--- src/rtl/joy_db15_pkg.sv ---
// Shared types and constants for the DB15 serial joystick device end.
package joy_db15_pkg;

  localparam int DB15_FRAME_BITS  = 24;
  localparam int DB15_PLAYER_BITS = 12;

  typedef enum logic [1:0] {
    IDLE  = 2'd0,
    LOAD  = 2'd1,
    SHIFT = 2'd2,
    DONE  = 2'd3
  } db15_state_e;

  // Player 1 occupies the low half so it leaves the chain first.
  function automatic logic [DB15_FRAME_BITS-1:0] db15_frame(
    input logic [DB15_PLAYER_BITS-1:0] j1,
    input logic [DB15_PLAYER_BITS-1:0] j2
  );
    return {j2, j1};
  endfunction

endpackage

--- src/rtl/joy_db15_tx_if.sv ---
// DB15 link pins between the host (reader) and the device (this shifter).
interface joy_db15_tx_if;
  logic JOY_LOAD;
  logic JOY_CLK;
  logic JOY_DATA;

  modport master (output JOY_LOAD, output JOY_CLK, input JOY_DATA);
  modport slave  (input JOY_LOAD, input JOY_CLK, output JOY_DATA);
endinterface

--- src/rtl/joy_db15_infilt.sv ---
// Two-flop synchroniser plus stability filter for one host pin; emits
// one-cycle rise/fall strobes on the accepted level.
module joy_db15_infilt #(
  parameter int FILTER = 3
) (
  input  logic clk,
  input  logic reset,
  input  logic i_pin,
  output logic o_rise,
  output logic o_fall
);

  localparam int CW = (FILTER > 1) ? $clog2(FILTER) : 1;

  logic [1:0]    r_sync;
  logic          r_level;
  logic [CW-1:0] r_cnt;
  logic          r_rise;
  logic          r_fall;
  logic          w_differs;
  logic          w_accept;

  assign w_differs = (r_sync[1] != r_level);
  assign w_accept  = w_differs && (r_cnt == CW'(FILTER - 1));

  // NOTE: sequential state uses non-blocking assignments so every flop
  // samples the pre-edge values of its neighbours.
  always_ff @(posedge clk or posedge reset) begin
    if (reset) begin
      r_sync  <= 2'b11;
      r_level <= 1'b1;
      r_cnt   <= '0;
      r_rise  <= 1'b0;
      r_fall  <= 1'b0;
    end else begin
      r_sync <= {r_sync[0], i_pin};
      r_rise <= w_accept &  r_sync[1];
      r_fall <= w_accept & ~r_sync[1];
      if (!w_differs) begin
        r_cnt <= '0;
      end else if (w_accept) begin
        r_level <= r_sync[1];
        r_cnt   <= '0;
      end else begin
        r_cnt <= r_cnt + 1'b1;
      end
    end
  end

  assign o_rise = r_rise;
  assign o_fall = r_fall;

endmodule

--- src/rtl/joy_db15_tx.sv ---
// DB15 joystick device end: emulates the 74HC165 chain, snapshotting both
// player words on JOY_LOAD and returning them LSB-first on JOY_DATA.
module joy_db15_tx
  import joy_db15_pkg::*;
#(
  parameter int FRAME_BITS = DB15_FRAME_BITS,
  parameter int FILTER     = 3,
  parameter int TIMEOUT    = 4096
) (
  input  logic                        clk,
  input  logic                        reset,
  input  logic [DB15_PLAYER_BITS-1:0] joystick1,
  input  logic [DB15_PLAYER_BITS-1:0] joystick2,
  joy_db15_tx_if.slave                db15,
  output logic                        frame_done,
  output logic                        busy
);

  localparam int PW = $clog2(FRAME_BITS);
  localparam int TW = $clog2(TIMEOUT);

  logic                       w_load_rise;
  logic                       w_load_fall;
  logic                       w_clk_rise;
  logic                       w_clk_fall_unused;

  db15_state_e                r_state,  w_state_nxt;
  logic [DB15_FRAME_BITS-1:0] r_snap,   w_snap_nxt;
  logic [PW-1:0]              r_ptr,    w_ptr_nxt;
  logic [TW-1:0]              r_tmo,    w_tmo_nxt;
  logic                       r_data,   w_data_nxt;
  logic                       r_done,   w_done_nxt;
  logic [DB15_FRAME_BITS-1:0] w_live;
  logic [PW-1:0]              w_ptr_inc;

  joy_db15_infilt #(.FILTER(FILTER)) u_load_filt (
    .clk    (clk),
    .reset  (reset),
    .i_pin  (db15.JOY_LOAD),
    .o_rise (w_load_rise),
    .o_fall (w_load_fall)
  );

  joy_db15_infilt #(.FILTER(FILTER)) u_clk_filt (
    .clk    (clk),
    .reset  (reset),
    .i_pin  (db15.JOY_CLK),
    .o_rise (w_clk_rise),
    .o_fall (w_clk_fall_unused)
  );

  assign w_live    = db15_frame(joystick1, joystick2);
  assign w_ptr_inc = r_ptr + 1'b1;

  // NOTE: the snapshot is a plain register, not a RAM, so it gets a reset
  // value like every other flop and the first frame never shifts X.
  always_ff @(posedge clk or posedge reset) begin
    if (reset) begin
      r_state <= IDLE;
      r_snap  <= '0;
      r_ptr   <= '0;
      r_tmo   <= '0;
      r_data  <= 1'b1;
      r_done  <= 1'b0;
    end else begin
      r_state <= w_state_nxt;
      r_snap  <= w_snap_nxt;
      r_ptr   <= w_ptr_nxt;
      r_tmo   <= w_tmo_nxt;
      r_data  <= w_data_nxt;
      r_done  <= w_done_nxt;
    end
  end

  // JOY_DATA is computed from next-state values so the new bit appears one
  // cycle after the accepted strobe, not two.
  // NOTE: every output of this block is given a default first so no path
  // leaves a signal unassigned and no latch is inferred.
  always_comb begin
    w_state_nxt = r_state;
    w_snap_nxt  = r_snap;
    w_ptr_nxt   = r_ptr;
    w_tmo_nxt   = r_tmo;
    w_data_nxt  = 1'b1;
    w_done_nxt  = 1'b0;

    if (w_load_fall) begin
      w_state_nxt = LOAD;
      w_snap_nxt  = w_live;
      w_ptr_nxt   = '0;
      w_tmo_nxt   = '0;
      w_data_nxt  = ~w_live[0];
    end else begin
      case (r_state)
        IDLE: begin
        end
        LOAD: begin
          // Parallel load overrides the shift clock, as on the 74HC165.
          w_snap_nxt = w_live;
          w_ptr_nxt  = '0;
          w_tmo_nxt  = '0;
          w_data_nxt = ~w_live[0];
          if (w_load_rise) w_state_nxt = SHIFT;
        end
        SHIFT: begin
          if (w_clk_rise) begin
            w_tmo_nxt = '0;
            if (r_ptr == PW'(FRAME_BITS - 1)) begin
              w_state_nxt = DONE;
              w_done_nxt  = 1'b1;
            end else begin
              w_ptr_nxt  = w_ptr_inc;
              w_data_nxt = ~r_snap[w_ptr_inc];
            end
          end else if (r_tmo == TW'(TIMEOUT - 1)) begin
            w_state_nxt = IDLE;
            w_tmo_nxt   = '0;
          end else begin
            w_tmo_nxt  = r_tmo + 1'b1;
            w_data_nxt = ~r_snap[r_ptr];
          end
        end
        DONE: begin
        end
        default: w_state_nxt = IDLE;
      endcase
    end
  end

  assign db15.JOY_DATA = r_data;
  assign frame_done    = r_done;
  assign busy          = (r_state == LOAD) || (r_state == SHIFT);

endmodule

--- src/flat_wrapper.sv ---
// flat-port wrapper written by rule: the top's interface ports become plain ports
module joy_db15_tx_flat import joy_db15_pkg::*;
#(
  parameter int FRAME_BITS = DB15_FRAME_BITS,
  parameter int FILTER     = 3,
  parameter int TIMEOUT    = 4096
)
  (clk, reset, joystick1, joystick2, frame_done, busy, db15_JOY_LOAD, db15_JOY_CLK, db15_JOY_DATA);
  joy_db15_tx_if db15_i ();
  input  logic clk;
  input  logic reset;
  input  logic [DB15_PLAYER_BITS-1:0] joystick1;
  input  logic [DB15_PLAYER_BITS-1:0] joystick2;
  output logic frame_done;
  output logic busy;
  input wire logic [$bits(db15_i.JOY_LOAD)-1:0] db15_JOY_LOAD;
  input wire logic [$bits(db15_i.JOY_CLK)-1:0] db15_JOY_CLK;
  output wire logic [$bits(db15_i.JOY_DATA)-1:0] db15_JOY_DATA;
  assign db15_i.JOY_LOAD = db15_JOY_LOAD;
  assign db15_i.JOY_CLK = db15_JOY_CLK;
  assign db15_JOY_DATA = db15_i.JOY_DATA;
  joy_db15_tx #(.FRAME_BITS(FRAME_BITS), .FILTER(FILTER), .TIMEOUT(TIMEOUT)) u_core (.clk(clk), .reset(reset), .joystick1(joystick1), .joystick2(joystick2), .db15(db15_i), .frame_done(frame_done), .busy(busy));
endmodule
--- config.mk ---
export PLATFORM = sky130hd
export DESIGN_NAME = joy_db15_tx_flat
export DESIGN_NICKNAME = d
export VERILOG_FILES = /design/src/rtl/joy_db15_pkg.sv /design/src/rtl/joy_db15_tx_if.sv /design/src/rtl/joy_db15_infilt.sv /design/src/rtl/joy_db15_tx.sv /design/src/flat_wrapper.sv
export SDC_FILE = /design/constraint.sdc
export NUM_CORES = 1
export LEC_CHECK = 0
export CAP_MARGIN = 15
export CORE_AREA = 8 8 90 92
export CTS_CLUSTER_SIZE = 28
export DETAILED_ROUTE_END_ITERATION = 8
export DIE_AREA = 0 0 98 100
export GPL_TIMING_DRIVEN = 0
export PLACE_DENSITY_LB_ADDON = 0.08
export SLEW_MARGIN = 20
export SYNTH_ARGS = -nofsm -noshare
export SYNTH_HDL_FRONTEND = slang
export SYNTH_SLANG_ARGS = --single-unit
--- constraint.sdc ---
create_clock -name clk -period 3.8 [get_ports clk]
set_clock_uncertainty 0.15 [all_clocks]
set_input_delay 0.57 -clock clk [delete_from_list [all_inputs] [get_ports clk]]
set_output_delay 0.57 -clock clk [all_outputs]
set_load 0.02 [all_outputs]
==> results of run 1 <==
synthesized netlist by cell type (4+ instances only):
| cell | instances |
|---|---|
| nor2_1 | 18 |
| nand2b_1 | 4 |
| or3_1 | 5 |
| nand2_1 | 18 |
| nand3_1 | 5 |
| dfstp_2 | 7 |
| mux4_1 | 6 |
| o21ai_0 | 18 |
| dfrtp_1 | 51 |
| mux2_2 | 30 |
| inv_1 | 10 |
| xor2_1 | 4 |
| ha_1 | 4 |
| xnor2_1 | 4 |
| mux4_2 | 5 |
| a21oi_1 | 8 |
layout make-up:
class                      count  area (um2)
inverter                      10        40.0
fill                         592        3070
clock buffer                   9         124
sequential                    58        1460
buffer                         9        73.8
clock inverter                 7        70.1
timing repair buffer          31         328
multi-input combinational    168        1380
tap                           80         100
metal layers:
layer	routed length, um	vias up	GRT usage (%)
met5	0	-	0
met4	78	0	5.40
met3	286	10	3.94
met2	2550	44	18.8
met1	2880	1007	16.8
li1	-	985	-
worst max-delay path: cells and delay by family (launching register included):
| family | cells | cell delay, ps |
|---|---|---|
| DFF | 1 | 350 |
| buffers and inverters | 3 | 770 |
| adders and majority gates | 1 | 310 |
registers in the layout (all words and copies together), names as in the netlist:
signal                      cells
u_core.r_snap                  24
u_core.r_tmo                   12
u_core.r_ptr                    5
u_core.r_state                  2
u_core.u_clk_filt.r_cnt         2
u_core.u_clk_filt.r_sync        2
u_core.u_load_filt.r_cnt        2
u_core.u_load_filt.r_sync       2
u_core.db15.JOY_DATA            1
u_core.frame_done               1
u_core.u_clk_filt.o_rise        1
u_core.u_clk_filt.r_level       1
u_core.u_load_filt.o_fall       1
u_core.u_load_filt.o_rise       1
u_core.u_load_filt.r_level      1
power by group:
| part | total (mW) | internal, mW | switching [mW] |
|---|---|---|---|
| Combinational | 0.942 | 0.549 | 0.393 |
| Clock | 0.554 | 0.301 | 0.253 |
| Sequential | 0.999 | 0.843 | 0.156 |
| Total | 2.49 | 1.69 | 0.802 |
how the worst max path moves through the flow:
stage / start / endpoint / slack (ps) / cells after the start
detailed placement: u_core.r_ptr[0] / u_core.db15.JOY_DATA / 1410 / 7
finish: u_core.r_state[0] / busy / 1330 / 4
floorplan: u_core.r_ptr[0] / u_core.db15.JOY_DATA / 1560 / 7
CTS: u_core.r_state[0] / busy / 1290 / 4
global placement: reset / u_core.r_snap[8] / 550 / 2
global route: u_core.r_state[1] / busy / 1240 / 3
logic make-up (layout without fill, tap and decap cells):
family | Yosys count | after routing
mux | 42 | 42
buf+inv | 19 | 66
flops | 58 | 58
simple gates | 72 | 72
xor+xnor | 8 | 8
fa+ha+maj | 4 | 4
compound gates | 42 | 42
==> results.py, run 1 <==
metrics = {
    "outcome": {
        "status": "complete, no violations",
    },
    "setup_path": {
        "start_kind": "flip-flop",
        "crit_chain": "inv_1, ha_1, inv_1, clkdlybuf4s50_1",
        "reg2reg_setup_slack_ps": 1400,
        "cpMostUsedCell": "inv_1",
        "r2r_end": "u_core.db15.JOY_DATA",
        "crit_type": "flip-flop to primary output",
        "slowest_delay_ps": 610,
        "required_ps": 3080,
        "crit_fanout": 2,
        "r2r-start": "u_core.r_ptr[0]",
        "worstPathArrival_ps": 1750,
        "cp_slowest_cell": "clkdlybuf4s50_1",
        "crit_path_end_kind": "primary output",
        "r2r_cells": 7,
    },
    "logic_synthesis": {
        "synth_compound_area_share_pct": 9.12,
        "synth_area_mm2": 0.00295,
        "syn_inst": 245,
        "syn_area_per_cell_um2": 12.0,
        "yosysUniqueCellTypes": 49,
        "async_flop_share_pct": 100,
        "synth_top_family_by_area": "multiplexers",
        "ys.flop_type": "dfrtp_1",
        "synth_nets": 277,
        "muxShareOfSynthArea_pct": 20.9,
        "synth_area_leaders": "dfrtp_1, mux2_2, dfstp_2",
        "synthAdderAreaFrac_pct": 1.70,
        "ys_seq_elements": 58,
        "synth_top_cell_by_area": "dfrtp_1",
        "ys_seq_area_share_pct": 49.5,
        "yosysTopAreaCellShare_pct": 43.3,
        "synth-edff-count": 0,
        "ys_warn_count": 0,
        "synthSimpleGateAreaFrac_pct": 12.6,
        "synthXorXnorAreaFrac_pct": 2.37,
    },
    "final_layout": {
        "final_cell_mix": "dfrtp_1, mux2_2, clkdlybuf4s50_1",
        "area.growth.synth_to_final_pct": 21.2,
        "final_common_cell": "dfrtp_1",
        "fin_nets": 319,
        "fin_util_pct": 53.8,
        "antennaDiodeCount": 0,
        "design_area_mm2": 0.00357,
        "final_layout_size_suffix_gt1_share_pct": 24.0,
        "final_cells": 372,
    },
    "cts": {
        "cts_setup_buffers": 0,
        "clock_sinks": 58,
        "clkLatencyLatePin_ps": 330,
        "postCtsHoldBufs": 0,
        "post_cts_resized": 0,
        "clk_path_buf_depth": 2,
        "cts_tree": "done",
        "ctsRootBufferMaster": "clkbuf_8",
        "clk_pin_slew_ps": 60,
        "htree_levels": 3,
        "cts_made_buffers": 9,
    },
    "global_route": {
        "antenna_found_initial": 0,
        "grt_pass1_wl_um": 9940,
        "grt.overflow.total": 0,
        "grt_max_degree": 48,
        "grtUsageTotal_pct": 12.7,
        "grt_pass1_vias": 2082,
    },
    "placement": {
        "dp.cells": 356,
        "post-dp-hpwl_um": 4150,
        "pre_cts_ws_ps": 1410,
        "gp_congestion": 0.779,
        "place.port_buffers": 30,
        "place_area_mm2": 0.00338,
    },
    "die": {
        "std_cell_rows": 30,
        "pin_count": 31,
        "floorplan.initialDensity_pct": 44.4,
        "die_area_mm2": 0.00980,
        "die_y_um": 100,
        "core_mm2": 0.00664,
        "chipWidth_um": 98,
    },
    "worst_hold_path": {
        "min_from": "u_core.u_load_filt.r_sync[0]",
        "holdPathEnd": "u_core.u_load_filt.r_sync[1]",
        "worstHoldPathType": "flip-flop to flip-flop",
        "hold-path-cell-count": 0,
    },
    "timing": {
        "rsz0062_at_grt": "false",
        "setup_viol": 0,
        "fin_crit_ps": 2470,
        "fmaxAchievable_mhz": 404,
        "maxSlewViolCount": 0,
        "hold_viol_final": 0,
        "finalSetupTns_ps": 0,
        "slew_headroom_pct": 40.5,
        "fin_crit_sh_pct": 65.1,
        "timing.hold.ws_ps": 207,
        "setup_slack_ps": 1330,
        "worst_pin_slew_ps": 885,
    },
    "job": {
        "cap_violations": 0,
    },
    "detailed_routing": {
        "drc_errors": 0,
        "finalWirelength_um": 5790,
        "ant_nets": 0,
        "wl_per_cell_um": 15.6,
        "firstDrtPassIters": 4,
        "dr_total_vias": 2046,
        "drtIter0Drc": 69,
        "drt-vias-per-instance": 5.50,
    },
    "power_and_ir_drop": {
        "leakagePower_nw": 1.49,
        "power.density_mw_per_mm2": 698,
        "power.total_mw": 2.49,
        "irDropWorstVdd_v": 0.000294,
    },
}
Power figures use the tool's default switching activity.
==> run 2, diff against run 1 <==
- clock period: 3.8 -> 2.3 ns (I/O delays scaled with it)
==> run 2 against run 1 <==
Net effect:
- the run now ends with setup timing left
- setup slack got worse by 1300 ps
- global-route usage rose by 0.25 points
- combinational power rose by 84%
- first-iteration DRC count rose by 10%
- critical endpoint is now u_core.db15.JOY_DATA
- die area did not move
- clock power rose by 65%
- critical path type is now flip-flop to flip-flop
- core utilization rose by 1.2 points
- register-to-register slack got worse by 1400 ps
- routed wire length rose by 2.5%
- worst hold slack got worse by 92 ps
- flip-flop and latch count did not move
==> results.py, run 2 (synthesized netlist as in run 1, its figures left out) <==
metrics = {
    "outcome": {
        "status": "finished with violations",
        "violations": "setup timing",
    },
    "die": {
        "floorplan.initialDensity_pct": 44.4,
        "std_cell_rows": 30,
        "die_area_mm2": 0.00980,
        "pin_count": 31,
        "chipWidth_um": 98,
        "die_y_um": 100,
        "core_mm2": 0.00664,
    },
    "timing": {
        "maxSlewViolCount": 0,
        "fin_crit_ps": 2310,
        "finalSetupTns_ps": -8.83,
        "setup_slack_ps": -8.83,
        "setup_viol": 1,
        "hold_viol_final": 0,
        "worst_pin_slew_ps": 542,
        "fmaxAchievable_mhz": 433,
        "fin_crit_sh_pct": 100,
        "slew_headroom_pct": 63.7,
        "rsz0062_at_grt": "true",
        "timing.hold.ws_ps": 115,
    },
    "detailed_routing": {
        "dr_total_vias": 2046,
        "drtIter0Drc": 76,
        "firstDrtPassIters": 4,
        "drt-vias-per-instance": 5.49,
        "drc_errors": 0,
        "ant_nets": 0,
        "wl_per_cell_um": 15.9,
        "finalWirelength_um": 5940,
    },
    "final_layout": {
        "largest-register": "u_core.r_snap",
        "final_layout_size_suffix_gt1_share_pct": 28.0,
        "final_common_cell": "dfrtp_1",
        "antennaDiodeCount": 0,
        "fin_nets": 320,
        "reg.largest.list": "u_core.r_snap (24), u_core.r_tmo (12), u_core.r_ptr (5)",
        "largest_register_ffs": 24,
        "design_area_mm2": 0.00365,
        "final_cell_mix": "dfrtp_1, mux2_2, clkdlybuf4s50_1",
        "area.growth.synth_to_final_pct": 23.8,
    },
    "power_and_ir_drop": {
        "internal_power_mw": 2.92,
        "pwr-share-clk_pct": 21.2,
        "netSwitchingPower_mw": 1.38,
        "combPwrFrac_pct": 40.1,
        "swShare_pct": 32.1,
        "irDropWorstVdd_v": 0.000486,
        "power_frac_seq_pct": 38.7,
        "power.total_mw": 4.31,
        "power.density_mw_per_mm2": 1180,
        "leakagePower_nw": 1.53,
    },
    "setup_path": {
        "required_ps": 2420,
        "start_kind": "flip-flop",
        "crit_fanout": 6,
        "r2r_cells": 6,
        "slowest_delay_ps": 500,
        "cp_slowest_cell": "mux4_2",
        "crit_type": "flip-flop to flip-flop",
        "crit_path_end_kind": "flip-flop",
        "crit_chain": "ha_4, mux4_2, mux2_2, or3_1, o2111ai_2, or3_4",
        "worstPathArrival_ps": 2430,
    },
    "placement": {
        "place.port_buffers": 30,
        "post-dp-hpwl_um": 4150,
        "place_area_mm2": 0.00338,
        "gp_congestion": 0.779,
    },
    "global_route": {
        "antenna_found_initial": 0,
        "grt_pass1_vias": 2119,
        "grtUsageTotal_pct": 12.9,
        "grt_max_degree": 48,
        "grt_pass1_wl_um": 10100,
        "grt.overflow.total": 0,
    },
    "job": {
        "cap_violations": 0,
    },
    "cts": {
        "htree_levels": 3,
        "ctsRootBufferMaster": "clkbuf_8",
        "clkLatencyLatePin_ps": 330,
        "clk_path_buf_depth": 2,
        "cts_made_buffers": 9,
        "cts_tree": "done",
        "clock_sinks": 58,
        "clk_pin_slew_ps": 70,
    },
    "worst_hold_path": {
        "worstHoldPathType": "input pin to asynchronous set/reset pin",
    },
}
## run 2: layout make-up
type | count | area, um2
Multi-Input combinational cell | 168 | 1430
Fill cell | 594 | 2990
Sequential cell | 58 | 1460
Timing Repair Buffer | 33 | 358
Buffer | 8 | 72.6
Inverter | 10 | 40.0
Clock inverter | 7 | 70.1
Clock buffer | 9 | 124
Tap cell | 80 | 100
## run 2: worst paths after layout
| kind | from | to | slack, ps |
|---|---|---|---|
| worst max-delay path | u_core.r_ptr[0] | u_core.db15.JOY_DATA | -9 |
| worst min-delay path | reset | u_core.u_clk_filt.r_cnt[0] | 110 |
| worst max register to register | u_core.r_ptr[0] | u_core.db15.JOY_DATA | -9 |
| worst min register to register | u_core.u_load_filt.r_sync[0] | u_core.u_load_filt.r_sync[1] | 210 |
| max in group asynchronous | reset | u_core.db15.JOY_DATA | 1360 |
| min in group clk | u_core.u_load_filt.r_sync[0] | u_core.u_load_filt.r_sync[1] | 210 |
## run 2: per-stage QoR
stage | setup WS (ps) | instances | util (%)
6_report | -8.83 | 373 | 55.0
5_1_grt | -83.1 | 373 | 55.0
4_1_cts | -32.5 | 374 | 54.3
3_5_place_dp | -85.6 | 356 | 50.9
3_3_place_gp | -721 | 355 | 50.4
2_1_floorplan | 56.5 | 245 | -
## run 2: metal layers
metal	part of all wire (%)	GRT usage, %	wire length (um)
met3	4.4	3.94	260
met5	0	0	0
met4	1.1	5.40	66
met1	49	16.8	2940
met2	45	19.5	2680
## run 2: timing repair
item	CTS	global route
hold buffers	0	0
buffers inserted	2	0
pin swaps	2	3
gates resized for setup	6	13
setup endpoints to repair	3	27
## run 2: power by group through the flow
stage,clock network (mW),logic [mW],registers [mW]
after floorplan,0,1.23,1.59
final,0.914,1.73,1.66
after CTS,0.950,1.67,1.65
after detailed placement,0,1.56,1.67
after global routing,1.00,1.89,1.71
after global placement,0,1.54,1.65
## run 2: worst max-delay path, delay by kind of cell (launching register included)
family                     cells  cell delay, ps
AOI/OAI and AO/OA              1              70
muxes                          2             770
adders and majority gates      1             360
and+or+nand+nor                2             480
DFF                            1             420
